`src/rtl/instr_fetch_queue.sv`:
```
// rtl/instr_fetch_queue.sv - fetch front end: single-outstanding imem requests into a DEPTH-entry pc4/instr FIFO
// Optional discard/full performance counters are compiled in with IFQ_PERF_CNT_EN.
module instr_fetch_queue #(
    parameter int unsigned DEPTH    = 4,
    parameter logic [31:0] RESET_PC = 32'h0000_0000
) (
    input  logic        clk_i,
    input  logic        rst_i,
    input  logic        redirect_i,
    input  logic [31:0] redirect_pc_i,
    input  logic        ifq_ready_i,
    output logic        ifq_valid_o,
    output logic [31:0] ifq_pc4_o,
    output logic [31:0] ifq_instr_o,
    output logic        imem_req_o,
    output logic [31:0] imem_addr_o,
    input  logic        imem_rvalid_i,
    input  logic [31:0] imem_rdata_i
`ifdef IFQ_PERF_CNT_EN
    ,
    output logic [15:0] perf_drop_cnt_o,
    output logic [15:0] perf_full_cnt_o
`endif
);
    localparam int unsigned PW = $clog2(DEPTH);
    localparam int unsigned CW = PW + 1;
    localparam logic [CW-1:0] FULL = CW'(DEPTH);
    localparam logic [31:0] ALIGN_MASK = 32'hFFFF_FFFC;

    typedef enum logic [1:0] {S_IDLE, S_WAIT, S_DROP} state_e;

    state_e        state_q, state_d;
    logic [31:0]   fetch_pc_q, fetch_pc_d;
    logic [31:0]   req_pc_q, req_pc_d;
    logic [PW-1:0] head_q, head_d, tail_q, tail_d;
    logic [CW-1:0] count_q, count_d;
    logic [31:0]   pc4_mem   [DEPTH];
    logic [31:0]   instr_mem [DEPTH];
    logic          issue, enq, deq;

    // The response slot is reserved at issue time, so a response can always be enqueued.
    assign issue = (state_q == S_IDLE) & !redirect_i & !rst_i & (count_q < FULL);
    assign enq   = (state_q == S_WAIT) & imem_rvalid_i & !redirect_i;
    assign deq   = ifq_valid_o & ifq_ready_i & !redirect_i;

    assign imem_req_o  = issue;
    assign imem_addr_o = fetch_pc_q;
    assign ifq_valid_o = (count_q != '0);
    assign ifq_pc4_o   = ifq_valid_o ? pc4_mem[head_q]   : 32'h0;
    assign ifq_instr_o = ifq_valid_o ? instr_mem[head_q] : 32'h0;

    always_comb begin
        state_d = state_q;
        unique case (state_q)
            S_IDLE: if (issue) state_d = S_WAIT;
            S_WAIT: begin
                if (imem_rvalid_i)   state_d = S_IDLE;
                else if (redirect_i) state_d = S_DROP;
            end
            S_DROP: if (imem_rvalid_i) state_d = S_IDLE;
            default: state_d = S_IDLE;
        endcase
    end

    always_comb begin
        fetch_pc_d = fetch_pc_q;
        req_pc_d   = req_pc_q;
        head_d     = head_q;
        tail_d     = tail_q;
        count_d    = count_q;
        if (redirect_i) begin
            fetch_pc_d = redirect_pc_i & ALIGN_MASK;
            head_d     = '0;
            tail_d     = '0;
            count_d    = '0;
        end else begin
            if (issue) begin
                fetch_pc_d = fetch_pc_q + 32'd4;
                req_pc_d   = fetch_pc_q;
            end
            tail_d  = tail_q + PW'(enq);
            head_d  = head_q + PW'(deq);
            count_d = count_q + CW'(enq) - CW'(deq);
        end
    end

    always_ff @(posedge clk_i) begin
        if (rst_i) begin
            state_q    <= S_IDLE;
            fetch_pc_q <= RESET_PC & ALIGN_MASK;
            req_pc_q   <= '0;
            head_q     <= '0;
            tail_q     <= '0;
            count_q    <= '0;
        end else begin
            state_q    <= state_d;
            fetch_pc_q <= fetch_pc_d;
            req_pc_q   <= req_pc_d;
            head_q     <= head_d;
            tail_q     <= tail_d;
            count_q    <= count_d;
        end
    end

    always_ff @(posedge clk_i) begin
        if (enq) begin
            pc4_mem[tail_q]   <= req_pc_q + 32'd4;
            instr_mem[tail_q] <= imem_rdata_i;
        end
    end

`ifdef IFQ_PERF_CNT_EN
    logic [15:0] drop_cnt_q, full_cnt_q;
    logic        drop_ev, full_ev;

    assign drop_ev = imem_rvalid_i & ((state_q == S_DROP) | ((state_q == S_WAIT) & redirect_i));
    assign full_ev = (state_q == S_IDLE) & (count_q == FULL) & !redirect_i;

    always_ff @(posedge clk_i) begin
        if (rst_i) begin
            drop_cnt_q <= '0;
            full_cnt_q <= '0;
        end else begin
            if (drop_ev && (drop_cnt_q != 16'hFFFF)) drop_cnt_q <= drop_cnt_q + 16'd1;
            if (full_ev && (full_cnt_q != 16'hFFFF)) full_cnt_q <= full_cnt_q + 16'd1;
        end
    end

    assign perf_drop_cnt_o = drop_cnt_q;
    assign perf_full_cnt_o = full_cnt_q;
`endif
endmodule

```
`config.mk`:
```
export PLATFORM = sky130hd
export DESIGN_NAME = instr_fetch_queue
export DESIGN_NICKNAME = d
export VERILOG_FILES = /design/src/rtl/instr_fetch_queue.sv
export SDC_FILE = /design/constraint.sdc
export NUM_CORES = 1
export LEC_CHECK = 0
export BUFFER_PORTS_ARGS = -buffer_cell sky130_fd_sc_hd__buf_4
export CELL_PAD_IN_SITES_DETAIL_PLACEMENT = 2
export CELL_PAD_IN_SITES_GLOBAL_PLACEMENT = 2
export CORE_UTILIZATION = 37
export DETAILED_ROUTE_END_ITERATION = 8
export HOLD_SLACK_MARGIN = 0.02
export PLACE_DENSITY_LB_ADDON = 0.1
export SLEW_MARGIN = 15
export SYNTH_ARGS = -nofsm -noshare
export SYNTH_HDL_FRONTEND = slang
export SYNTH_SLANG_ARGS = --single-unit
```
`constraint.sdc`:
```
create_clock -name clk_i -period 6.9 [get_ports clk_i]
set_input_delay 1.38 -clock clk_i [delete_from_list [all_inputs] [get_ports clk_i]]
set_output_delay 1.38 -clock clk_i [all_outputs]
set_load 0.05 [all_outputs]
```
# Yosys cells after proc, flatten, opt, wreduce, memory -nomap -nowiden
# Memory sizes are Yosys's and may differ from the RTL's. A register that Yosys moved wholly into a read port is not among the register bits.
# Cells that the tools add are included.
[totals] register_bits=73 ram_bits=256 input_bits=69 output_inout_bits=98 wordCells=50 n_memories=2
[op_classes] addsub=6 magnitude_cmp=1 eq_ne=5 muxes=13 bitwise=8 reduce_logical=8
[memory_table] memory="instr_mem" depth=4 width=32 rd=1 rd_clocked_by_memory_dff=1 wr=1 line="38" text="logic [31:0] instr_mem [DEPTH];"
[memory_table] memory="pc4_mem" depth=4 width=32 rd=1 rd_clocked_by_memory_dff=1 wr=1 line="37" text="logic [31:0] pc4_mem [DEPTH];"
[op_table] operator="two-way mux 32 bit" count=4
[op_table] operator="adder 32 x 3 -> 32 bit (second input constant)" count=2
[op_table] operator="two-way mux 2 bit" count=6
[op_table] operator="AND 1 bit" count=7
[op_table] operator="case mux 2 bit (3 select lines)" count=1
[op_table] operator="adder 2 x 1 -> 2 bit" count=2
[op_table] operator="inequality test 2 bit (second input constant)" count=2
[op_table] operator="adder 3 x 1 -> 3 bit" count=1
[op_table] operator="< comparator 3 bit (second input constant)" count=1
[op_table] operator="inequality test 3 bit (second input constant)" count=1
[op_table] operator="AND reduction 3 bit" count=1
[op_table] operator="nonzero test 3 bit" count=1
[op_table] operator="subtractor 3 x 1 -> 3 bit" count=1
[op_table] operator="equality test 2 x 1 -> 1 bit (second input constant)" count=1
[op_table] operator="equality test 2 bit (second input constant)" count=1
[op_table] operator="logical NOT 1 bit" count=2
[op_table] operator="logical NOT 2 bit" count=1
[op_table] operator="two-way mux 1 bit" count=2
[op_table] operator="AND reduction 2 bit" count=1
[op_table] operator="nonzero test 2 bit" count=1
[op_table] operator="OR reduction 2 bit" count=1
[op_table] operator="inverter 1 bit" count=1

# Logic depth before layout (Yosys ltp)
# Gate-level depths: netlist of run 1.
[logic_depth] word_depth=6 mapped_depth=10 ltp_nobuf=9

# Least setup slack after synthesis of run 1
# No wires, ideal clock.
[synth_timing] path_kind="input to register" from="in redirect_i" to="mem instr_mem[0][0], enable pin" setup_ns=0.571 t_arrival_ns=6.465 t_required_ns=6.329 setup_slack_ns=-0.136 cell_stages=3 cell_sequence="clkbuf_1 -> nor3_1 -> nor3b_1"
[synth_via] elab_chain_len=4
[synth_lines] element="start: declaration" line="9" text="input logic redirect_i,"
[synth_lines] element="logical NOT 1 bit" line="43" text="assign enq = (state_q == S_WAIT) & imem_rvalid_i & !redirect_i;"
[synth_lines] element="AND 1 bit" line="43"
[synth_lines] element="two-way mux 1 bit" line="106" text="if (enq) begin"
[synth_lines] element="two-way mux 1 bit (implied by the code)" line="108" text="instr_mem[tail_q] <= imem_rdata_i;"
[synth_lines] element="end: declaration" line="38"
# No other way between the ends.

==> results.json, run 1 <==
{
  "fin_area_um2": 15900,
  "hold_violations": 0,
  "die_h_um": 190,
  "post_dp_cell_area_um2": 14700,
  "grt_max_degree": 67,
  "leakage_nw": 5.61,
  "fin_crit_sh": 0.630,
  "grt.total_usage": 0.189,
  "period_needed_ns": 4.34,
  "nNetsFinal": 1118,
  "r2r_start": "state_q[0]$_SDFFE_PP0P_",
  "reg2reg_to": "instr_mem[3][21]$_DFFE_PP_",
  "synth_mux_area_frac": 0.112,
  "ctsHtreeMaxLevel": 2,
  "drv_cap": 0,
  "ys.warnings.count": 0,
  "finClkSkew_ns": 0.0166,
  "totalWireLength_um": 33300,
  "dieArea_um2": 36200,
  "routedWlPerCell_um": 21.8,
  "critPathMostFrequentCell": "buf_4",
  "cts.sinks": 317,
  "cts_resized": 0,
  "initial_core_util": 0.377,
  "min_to": "req_pc_q[20]$_SDFFE_PP0P_",
  "cp_top_family": "flip-flops",
  "synthCells": 884,
  "postCtsHoldBufs": 0,
  "root_buffer": "clkbuf_16",
  "synth_top_family_by_area": "simple AND/OR/NAND/NOR gates",
  "synthTopCellsByCount": "edfxtp_1 (248), nand2_1 (102), and2_1 (71)",
  "path_cells": "buf_4 > mux4_2 > and2_1 > buf_4",
  "vdd_drop_max_v": 0.000180,
  "worstHoldPathCells": 2,
  "critical_path_class": "reg2out",
  "n_antenna_cell": 0,
  "worst-slew-pin-transition_ns": 0.977,
  "drc": 0,
  "rows": 68,
  "drv_slew": 0,
  "ys.flop_type": "edfxtp_1",
  "via_per_inst": 5.22,
  "cpPeakStageDelay_ns": 0.91,
  "post-synth-top-count-cell": "edfxtp_1",
  "worstPathMaxFanout": 41,
  "postRouteAntennaNets": 0,
  "final_layout_size_suffix_gt1_frac": 0.283,
  "arrival_ns": 2.96,
  "gp_congestion": 0.756,
  "synth-xor-area-share": 0.0268,
  "start_kind": "flip-flop",
  "setup_viol": 0,
  "synth_seq_cells": 317,
  "overflow": 0,
  "rsz0062_at_grt": "false",
  "status": "finished, final reports clean",
  "power_density_nw_per_um2": 261,
  "reg2reg_slack_ns": 4.04,
  "dp_hpwl_um": 21000,
  "syn_to_final_growth_pct": 21.3,
  "r2r_cells": 4,
  "clk-insertion-delay-late_ns": 0.51,
  "tritoncts": "done",
  "synthArstFlopShare": 0,
  "synth_fa_ha_area_frac": 0.00535,
  "netlist-cell-type-count": 54,
  "cp_data_required_time_ns": 5.52,
  "hold_ws_ns": 0.470,
  "syn_avg_cell_area_um2": 14.8,
  "crit_cells": 4,
  "synth-compound-area-share": 0.0423,
  "critPathSlowestCell": "dfxtp_4",
  "vias": 7976,
  "end_kind": "primary output",
  "synth_simple_gate_area_frac": 0.118,
  "firstDrtPassIters": 4,
  "cts_inserted_buffers": 37,
  "max_freq_mhz": 230,
  "finalSetupTns_ns": 0,
  "cts_buffer_depth": 3,
  "core_um2": 34700,
  "first_global_vias": 8843,
  "worst_hold_path_type": "reg2reg",
  "antenna_found_initial": 0,
  "synth_edf_count": 248,
  "hold_start": "req_pc_q[20]$_SDFFE_PP0P_",
  "die_x_um": 190,
  "drt_iter0_drc": 349,
  "synth_area_leaders": "edfxtp_1 (57%), mux4_2 (11%), dfxtp_1 (11%), and2_1 (3.4%), nand2_1 (2.9%)",
  "yosysSeqAreaShare": 0.674,
  "nFillCells": 3393,
  "io_buffers": 160,
  "relSlewSlack": 0.344,
  "ios": 167,
  "synth_area_leader_cell": "edfxtp_1",
  "crit_buf_inv": 2,
  "grt_pass1_wl_um": 52500,
  "postCtsSetupRepairBufs": 0,
  "netlist_area_um2": 13100,
  "synth_top_area_share": 0.569,
  "cts.clk_slew.worst_paths_ns": 0.06
}
==> metrics by stage <==
step	utilization	cells	worst slack (ns)	total power, mW
global placement	0.425	1460	2.80	2.35
finish	0.458	1527	2.56	4.14
floorplan	-	887	1.87	2.26
CTS	0.458	1527	2.40	4.20
detailed placement	0.425	1460	2.72	2.36
global route	0.458	1527	2.26	4.27
==> sequential cells by signal, indices dropped and copies added (netlist names) <==
register,cells
tail_q,2
pc4_mem,120
state_q,2
head_q,2
count_q,3
req_pc_q,30
imem_addr_o,30
instr_mem,128
==> tightest hold or removal path, stage by stage (launching register included) <==
cell and delay (ns):
dfxtp_1 0.30, nand2_1 0.06, a21oi_1 0.06
==> worst max-delay path by stage <==
stage,startpoint,endpoint,slack (ns)
2_1_floorplan,redirect_i,instr_mem[2][0]$_DFFE_PP_,1.87
4_1_cts,head_q[0]$_SDFF_PP0_,ifq_instr_o[25],2.40
6_report,head_q[0]$_SDFF_PP0_,ifq_instr_o[25],2.56
5_1_grt,head_q[0]$_SDFF_PP0_,ifq_instr_o[25],2.26
3_5_place_dp,redirect_i,instr_mem[3][3]$_DFFE_PP_,2.72
3_3_place_gp,rst_i,imem_req_o,2.80
==> final cells by class <==
type | instances | area [µm²] | area share
well taps | 455 | 569 | 0.0358
clock inverters | 20 | 113 | 0.00709
multi-input cells | 506 | 4010 | 0.253
inverters | 11 | 41.3 | 0.00260
flip-flops and latches | 317 | 8840 | 0.556
repair buffers | 171 | 1280 | 0.0808
clock buffers | 47 | 1030 | 0.0646
==> layer usage <==
layer  track usage  vias up  share of wire
met5             0        -              0
met4        0.0437        0          0.015
met3        0.0330       43          0.048
met2         0.324      190           0.48
met1         0.251     4089           0.45
li1              -     3654              -
==> power breakdown <==
group,total (mW),leakage (nW),internal (mW),switching [mW]
logic,0.212,2.06,0.0742,0.137
clock network,1.83,0.561,1.08,0.742
registers,2.10,2.99,2.07,0.0316
==> kinds of logic (layout without fill, tap and decap cells) <==
family	Yosys count	count (layout)
flip-flops	317	317
buffers and inverters	64	249
XOR/XNOR	40	40
multiplexers	68	68
other	1	4
AO/OA/AOI/OAI	93	93
AND/OR/NAND/NOR	296	296
adder cells (fa/ha/maj)	5	5
==> cells in the final DEF (no fill, tap or decap), types with 3 or more instances in the layout <==
cell type  count
nor2b_1        4
a31oi_1       12
inv_1         11
nor3_1        12
nand4_1       18
a21oi_1       48
and4_1         6
o22ai_1        5
conb_1         4
clkinv_1      13
nor2_1        23
or2_2          4
clkbuf_1       6
and3_1         7
or3_1          4
dfxtp_1       67
o21ai_0        8
nand3_1       31
and2_1        71
ha_1           4
xnor2_1       23
nand2_1      102
edfxtp_1     248
o311ai_0       3
buf_4        171
clkinv_2       5
xor2_1        17
o211ai_1       5
mux2_2         5
mux4_2        62
clkbuf_16     39
(Power assumes the default switching activity.)
==> run 2: changes to the inputs <==
- ABC_AREA: not set -> 1
- CORE_UTILIZATION: 37 -> 33
- clock period: 6.9 -> 3.95 ns (I/O delays scaled with it)
==> results.json, run 2 <==
{
  "status": "finished, final reports clean",
  "finalSetupTns_ns": 0,
  "relSlewSlack": 0.440,
  "setup_viol": 0,
  "synthArstFlopShare": 0,
  "io_buffers": 160,
  "critPathSlowestCell": "buf_4",
  "path_cells": "clkinv_2 > buf_4 > nor2_1 > o21ai_0 > a21oi_1 > buf_4",
  "cts.clk_slew.worst_paths_ns": 0.06,
  "die_x_um": 208,
  "synth_simple_gate_area_frac": 0.182,
  "clk-insertion-delay-late_ns": 0.54,
  "cp_data_required_time_ns": 3.16,
  "cts.sinks": 317,
  "initial_core_util": 0.334,
  "synth_mux_area_frac": 0,
  "fin_crit_sh": 0.821,
  "vias": 10700,
  "tritoncts": "done",
  "leakage_nw": 6.39,
  "period_needed_ns": 3.24,
  "synthCells": 1422,
  "die_h_um": 208,
  "core_um2": 41900,
  "critPathMostFrequentCell": "buf_4",
  "ctsHtreeMaxLevel": 2,
  "synth_top_family_by_area": "simple AND/OR/NAND/NOR gates",
  "synthTopCellsByCount": "nor2_1 (307), edfxtp_1 (248), nand2_1 (167)",
  "finClkSkew_ns": 0.0169,
  "synth_seq_cells": 317,
  "layout_common_cells": "nor2_1 (307), edfxtp_1 (248), buf_4 (171)",
  "drv_cap": 0,
  "via_per_inst": 4.98,
  "ys.warnings.count": 0,
  "cts_inserted_buffers": 38,
  "dieArea_um2": 43300,
  "dp_hpwl_um": 28100,
  "r2r_start": "count_q[1]$_SDFF_PP0_",
  "final_layout_size_suffix_gt1_frac": 0.177,
  "postCtsHoldBufs": 0,
  "drc": 0,
  "worstPathMaxFanout": 41,
  "vdd_drop_max_v": 0.000218,
  "overflow": 0,
  "routedWlPerCell_um": 19.8,
  "worst_hold_path_type": "in2reg",
  "power_density_nw_per_um2": 441,
  "netlist-cell-type-count": 43,
  "worstHoldPathCells": 1,
  "ios": 167,
  "synth-xor-area-share": 0.0206,
  "crit_buf_inv": 3,
  "reg2reg_slack_ns": 1.62,
  "nNetsFinal": 1651,
  "max_freq_mhz": 308,
  "final_common_cell": "nor2_1",
  "top_register": "instr_mem",
  "n_antenna_cell": 0,
  "hold_start": "imem_rdata_i[3]",
  "hold_violations": 0,
  "synth_top_area_share": 0.532,
  "first_global_vias": 11900,
  "yosysSeqAreaShare": 0.630,
  "cp_top_family": "buffers and inverters",
  "grt_max_degree": 126,
  "synth_area_leader_cell": "edfxtp_1",
  "cpPeakStageDelay_ns": 0.49,
  "rows": 75,
  "root_buffer": "clkbuf_16",
  "arrival_ns": 2.45,
  "reg2reg_to": "count_q[2]$_SDFF_PP0_",
  "postCtsSetupRepairBufs": 0,
  "r2r_cells": 11,
  "cts_buffer_depth": 3,
  "drt_iter0_drc": 421,
  "setup_ws_ns": 0.708,
  "dp_slack_ns": 0.925,
  "syn_to_final_growth_pct": 22.6,
  "synth_area_leaders": "edfxtp_1 (53%), dfxtp_1 (9.9%), nor2_1 (8.2%), o21ai_0 (5.8%), nand2_1 (4.5%)",
  "synth_fa_ha_area_frac": 0.00500,
  "antenna_found_initial": 0,
  "worst-slew-pin-transition_ns": 0.839,
  "netlist_area_um2": 14000,
  "top_regs": "instr_mem: 128 flops, pc4_mem: 120 flops",
  "rsz0062_at_grt": "false",
  "min_to": "instr_mem[3][3]$_DFFE_PP_",
  "power.total_mw": 7.57,
  "start_kind": "flip-flop",
  "end_kind": "primary output",
  "synth_edf_count": 248,
  "syn_avg_cell_area_um2": 9.85,
  "drv_slew": 0,
  "cts_resized": 0,
  "ys.flop_type": "edfxtp_1",
  "firstDrtPassIters": 4,
  "grt.total_usage": 0.200,
  "largest_reg_flops": 128,
  "synth-compound-area-share": 0.108,
  "post-synth-top-count-cell": "nor2_1",
  "hold_ws_ns": 0.457,
  "totalWireLength_um": 42500,
  "critical_path_class": "reg2out",
  "grt_pass1_wl_um": 67000,
  "gp_congestion": 0.757,
  "postRouteAntennaNets": 0
}
==> run 2: cell count changes after synthesis, moves of 62 or more <==
cell / previous run / this run
nand2_1: 102 / 167
o21ai_0: 8 / 163
and2_1: 71 / 1
inv_1: 11 / 105
mux4_2: 62 / 0
nor2_1: 24 / 307
==> run 2: cell type report <==
type	instances	area, µm²
Clock buffer	51	1050
Inverter	111	418
Timing Repair Buffer	184	1540
Clock inverter	18	171
Multi-Input combinational cell	925	4480
Fill cell	4543	24800
Sequential cell	317	8830
Tap cell	539	674
==> run 2: cell families (layout without fill, tap and decap cells) <==
logic type,count (synthesis),count (layout)
buffers and inverters,183,364
flip-flops,317,317
AND/OR/NAND/NOR,592,592
XOR/XNOR,33,33
AO/OA/AOI/OAI,291,291
other,1,4
adder cells (fa/ha/maj),5,5
==> run 2: how the worst max path moves through the flow <==
stage,from,to,slack (ns),cells after the start
floorplan,redirect_i,instr_mem[0][0]$_DFFE_PP_,-0.32,4
global placement,redirect_i,instr_mem[1][8]$_DFFE_PP_,0.91,5
detailed placement,redirect_i,instr_mem[0][9]$_DFFE_PP_,0.93,5
CTS,head_q[1]$_SDFF_PP0_,ifq_pc4_o[7],0.57,6
global route,head_q[1]$_SDFF_PP0_,ifq_instr_o[11],0.48,6
finish,head_q[1]$_SDFF_PP0_,ifq_instr_o[23],0.71,6
==> run 2: metrics by stage <==
stage	utilization	cells	area [µm²]
2_1_floorplan	-	1425	14000
3_3_place_gp	0.380	2076	16000
3_5_place_dp	0.380	2076	16000
4_1_cts	0.410	2145	17200
5_1_grt	0.410	2145	17200
6_report	0.410	2145	17200
==> run 2: worst register-to-register path, stage by stage, from the launching register on <==
cell	delay, ns
dfxtp_1	0.36
nor3_4	0.23
buf_12	0.37
inv_2	0.10
nand3_1	0.16
xor2_1	0.20
ha_1	0.17
inv_1	0.04
fa_1	0.35
inv_1	0.08
o21ai_0	0.08
a21oi_1	0.12
==> run 2: routing by layer <==
metal / vias up / part of all wire / GRT usage
li1: 5135 / - / -
met1: 5301 / 0.42 / 0.239
met2: 175 / 0.53 / 0.371
met3: 74 / 0.025 / 0.0240
met4: 0 / 0.027 / 0.0700
met5: - / 0 / 0
==> run 2: power by group <==
part / leakage (nW) / switching [mW] / internal, mW
clock network: 0.595 / 1.37 / 2.07
registers: 2.83 / 0.0625 / 3.64
logic: 2.97 / 0.295 / 0.136
total: 6.39 / 1.72 / 5.85
==> run 3: changes to the inputs <==
- ABC_AREA: 1 -> 0
- CORE_UTILIZATION: 33 -> 41
- clock period: 3.95 -> 3.09 ns (I/O delays scaled with it)
==> results.json, run 3 (synthesis results as in run 1) <==
{
  "gp_congestion": 0.744,
  "syn_to_final_growth_pct": 21.9,
  "largest_reg_flops": 128,
  "setup_viol": 0,
  "postCtsSetupRepairBufs": 0,
  "period_needed_ns": 2.94,
  "routedWlPerCell_um": 23.4,
  "drc": 0,
  "nNetsFinal": 1129,
  "top_register": "instr_mem",
  "max_freq_mhz": 340,
  "combPwrFrac": 0.053,
  "initial_core_util": 0.416,
  "multi_input_area_um2": 4020,
  "cts.clk_slew.worst_paths_ns": 0.06,
  "drt_iter0_drc": 373,
  "first_global_vias": 8764,
  "cts_inserted_buffers": 36,
  "p_int_mw": 7.15,
  "clkPwrFrac": 0.437,
  "n_antenna_cell": 0,
  "totalWireLength_um": 34700,
  "hold_start": "imem_rvalid_i",
  "grt_max_degree": 63,
  "swShare": 0.222,
  "nFillCells": 2916,
  "arrival_ns": 2.32,
  "end_kind": "primary output",
  "fin_util": 0.507,
  "finalSetupTns_ns": 0,
  "ios": 167,
  "die_x_um": 181,
  "worst_hold_path_type": "in2reg",
  "antenna_found_initial": 0,
  "hold_violations": 0,
  "firstDrtPassIters": 6,
  "path_cells": "buf_12 > mux4_2 > and2_1 > buf_4",
  "cts_buffer_depth": 3,
  "postRouteAntennaNets": 0,
  "seq_area_um2": 8840,
  "core_um2": 31500,
  "io_buffers": 160,
  "die_h_um": 181,
  "final_common_cell": "edfxtp_1",
  "r2r_start": "req_pc_q[2]$_SDFFE_PP0P_",
  "vdd_drop_max_v": 0.000328,
  "cts_resized": 0,
  "via_per_inst": 5.41,
  "grt_pass1_wl_um": 53800,
  "fin_crit_sh": 0.952,
  "dieArea_um2": 32700,
  "layout_common_cells": "edfxtp_1 (248), buf_4 (176), nand2_1 (102)",
  "tritoncts": "done",
  "drv_slew": 0,
  "drv_cap": 0,
  "power_switching_mw": 2.05,
  "top_regs": "instr_mem: 128 flops, pc4_mem: 120 flops",
  "rsz0062_at_grt": "false",
  "grt.total_usage": 0.216,
  "final_layout_size_suffix_gt1_frac": 0.292,
  "dp_hpwl_um": 22600,
  "seq_power_share": 0.510,
  "worstPathMaxFanout": 32,
  "overflow": 0,
  "startpoint": "head_q[0]$_SDFF_PP0_",
  "leakage_nw": 5.68,
  "vias": 8017,
  "root_buffer": "clkbuf_16",
  "status": "finished, final reports clean",
  "clk-insertion-delay-late_ns": 0.51,
  "cp_data_required_time_ns": 2.47,
  "worst-slew-pin-transition_ns": 0.678,
  "cpPeakStageDelay_ns": 0.55,
  "ctsHtreeMaxLevel": 2,
  "reg2reg_slack_ns": 0.75,
  "relSlewSlack": 0.548,
  "postCtsHoldBufs": 0,
  "rows": 65,
  "cts.sinks": 317,
  "power_density_nw_per_um2": 576,
  "start_kind": "flip-flop",
  "finClkSkew_ns": 0.0124,
  "critPathSlowestCell": "mux4_2",
  "critical_path_class": "reg2out"
}
run 3: changes by cell type in the layout (fill, tap and decap cells not counted), moves of 13 or more:
| cell | change |
|---|---|
| nor2_1 | -284 |
| o21ai_0 | -155 |
| inv_1 | -94 |
| and2_1 | +70 |
| nand2_1 | -65 |
| mux4_2 | +62 |
| a21oi_1 | -57 |
| xnor2_1 | +20 |
| nand3_1 | -18 |
| xor2_1 | -13 |
run 3: layer usage:
layer  part of all wire  GRT usage
met1               0.43      0.281
met2               0.51      0.380
met3              0.042     0.0357
met4              0.014     0.0448
met5                  0          0
run 3: power groups by stage:
| stage | registers [mW] | logic, mW | clock network, mW |
|---|---|---|---|
| after global routing | 4.70 | 0.518 | 4.26 |
| after global placement | 4.78 | 0.475 | 0 |
| after detailed placement | 4.78 | 0.489 | 0 |
| after CTS | 4.69 | 0.491 | 4.12 |
| final | 4.69 | 0.483 | 4.02 |
| after floorplan | 4.85 | 0.205 | 0 |
run 3: worst max-delay path: cells and delay by family (launching register included):
family / cells / cell delay (ns)
mux: 1 / 0.55
buf+inv: 2 / 0.51
simple gates: 1 / 0.19
flops: 1 / 0.53
run 3: final timing paths:
kind         cells past startpoint                   endpoint
min reg2reg                      2  req_pc_q[20]$_SDFFE_PP0P_
max reg2reg                      5   pc4_mem[1][31]$_DFFE_PP_
max                              4             ifq_instr_o[4]
min                              2    state_q[1]$_SDFFE_PP0P_
run 3: per-stage QoR:
stage | std cells | setup slack (ns) | hold WS (ns) | area (µm²) | total power, mW
floorplan | 887 | 0.00849 | 0.436 | 13100 | 5.05
global placement | 1419 | 0.543 | 0.467 | 14900 | 5.26
detailed placement | 1419 | 0.537 | 0.470 | 14900 | 5.27
CTS | 1483 | 0.0700 | 0.275 | 16000 | 9.30
global route | 1483 | 0.0236 | 0.281 | 16000 | 9.48
finish | 1483 | 0.149 | 0.290 | 16000 | 9.20
run 3: final cells by class:
| cell class | instances | share of cell area |
|---|---|---|
| multi-input combinational | 506 | 0.252 |
| clock inverter | 16 | 0.00674 |
| tap | 402 | 0.0315 |
| timing repair buffer | 183 | 0.0915 |
| inverter | 11 | 0.00259 |
| sequential | 317 | 0.553 |
| clock buffer | 48 | 0.0625 |
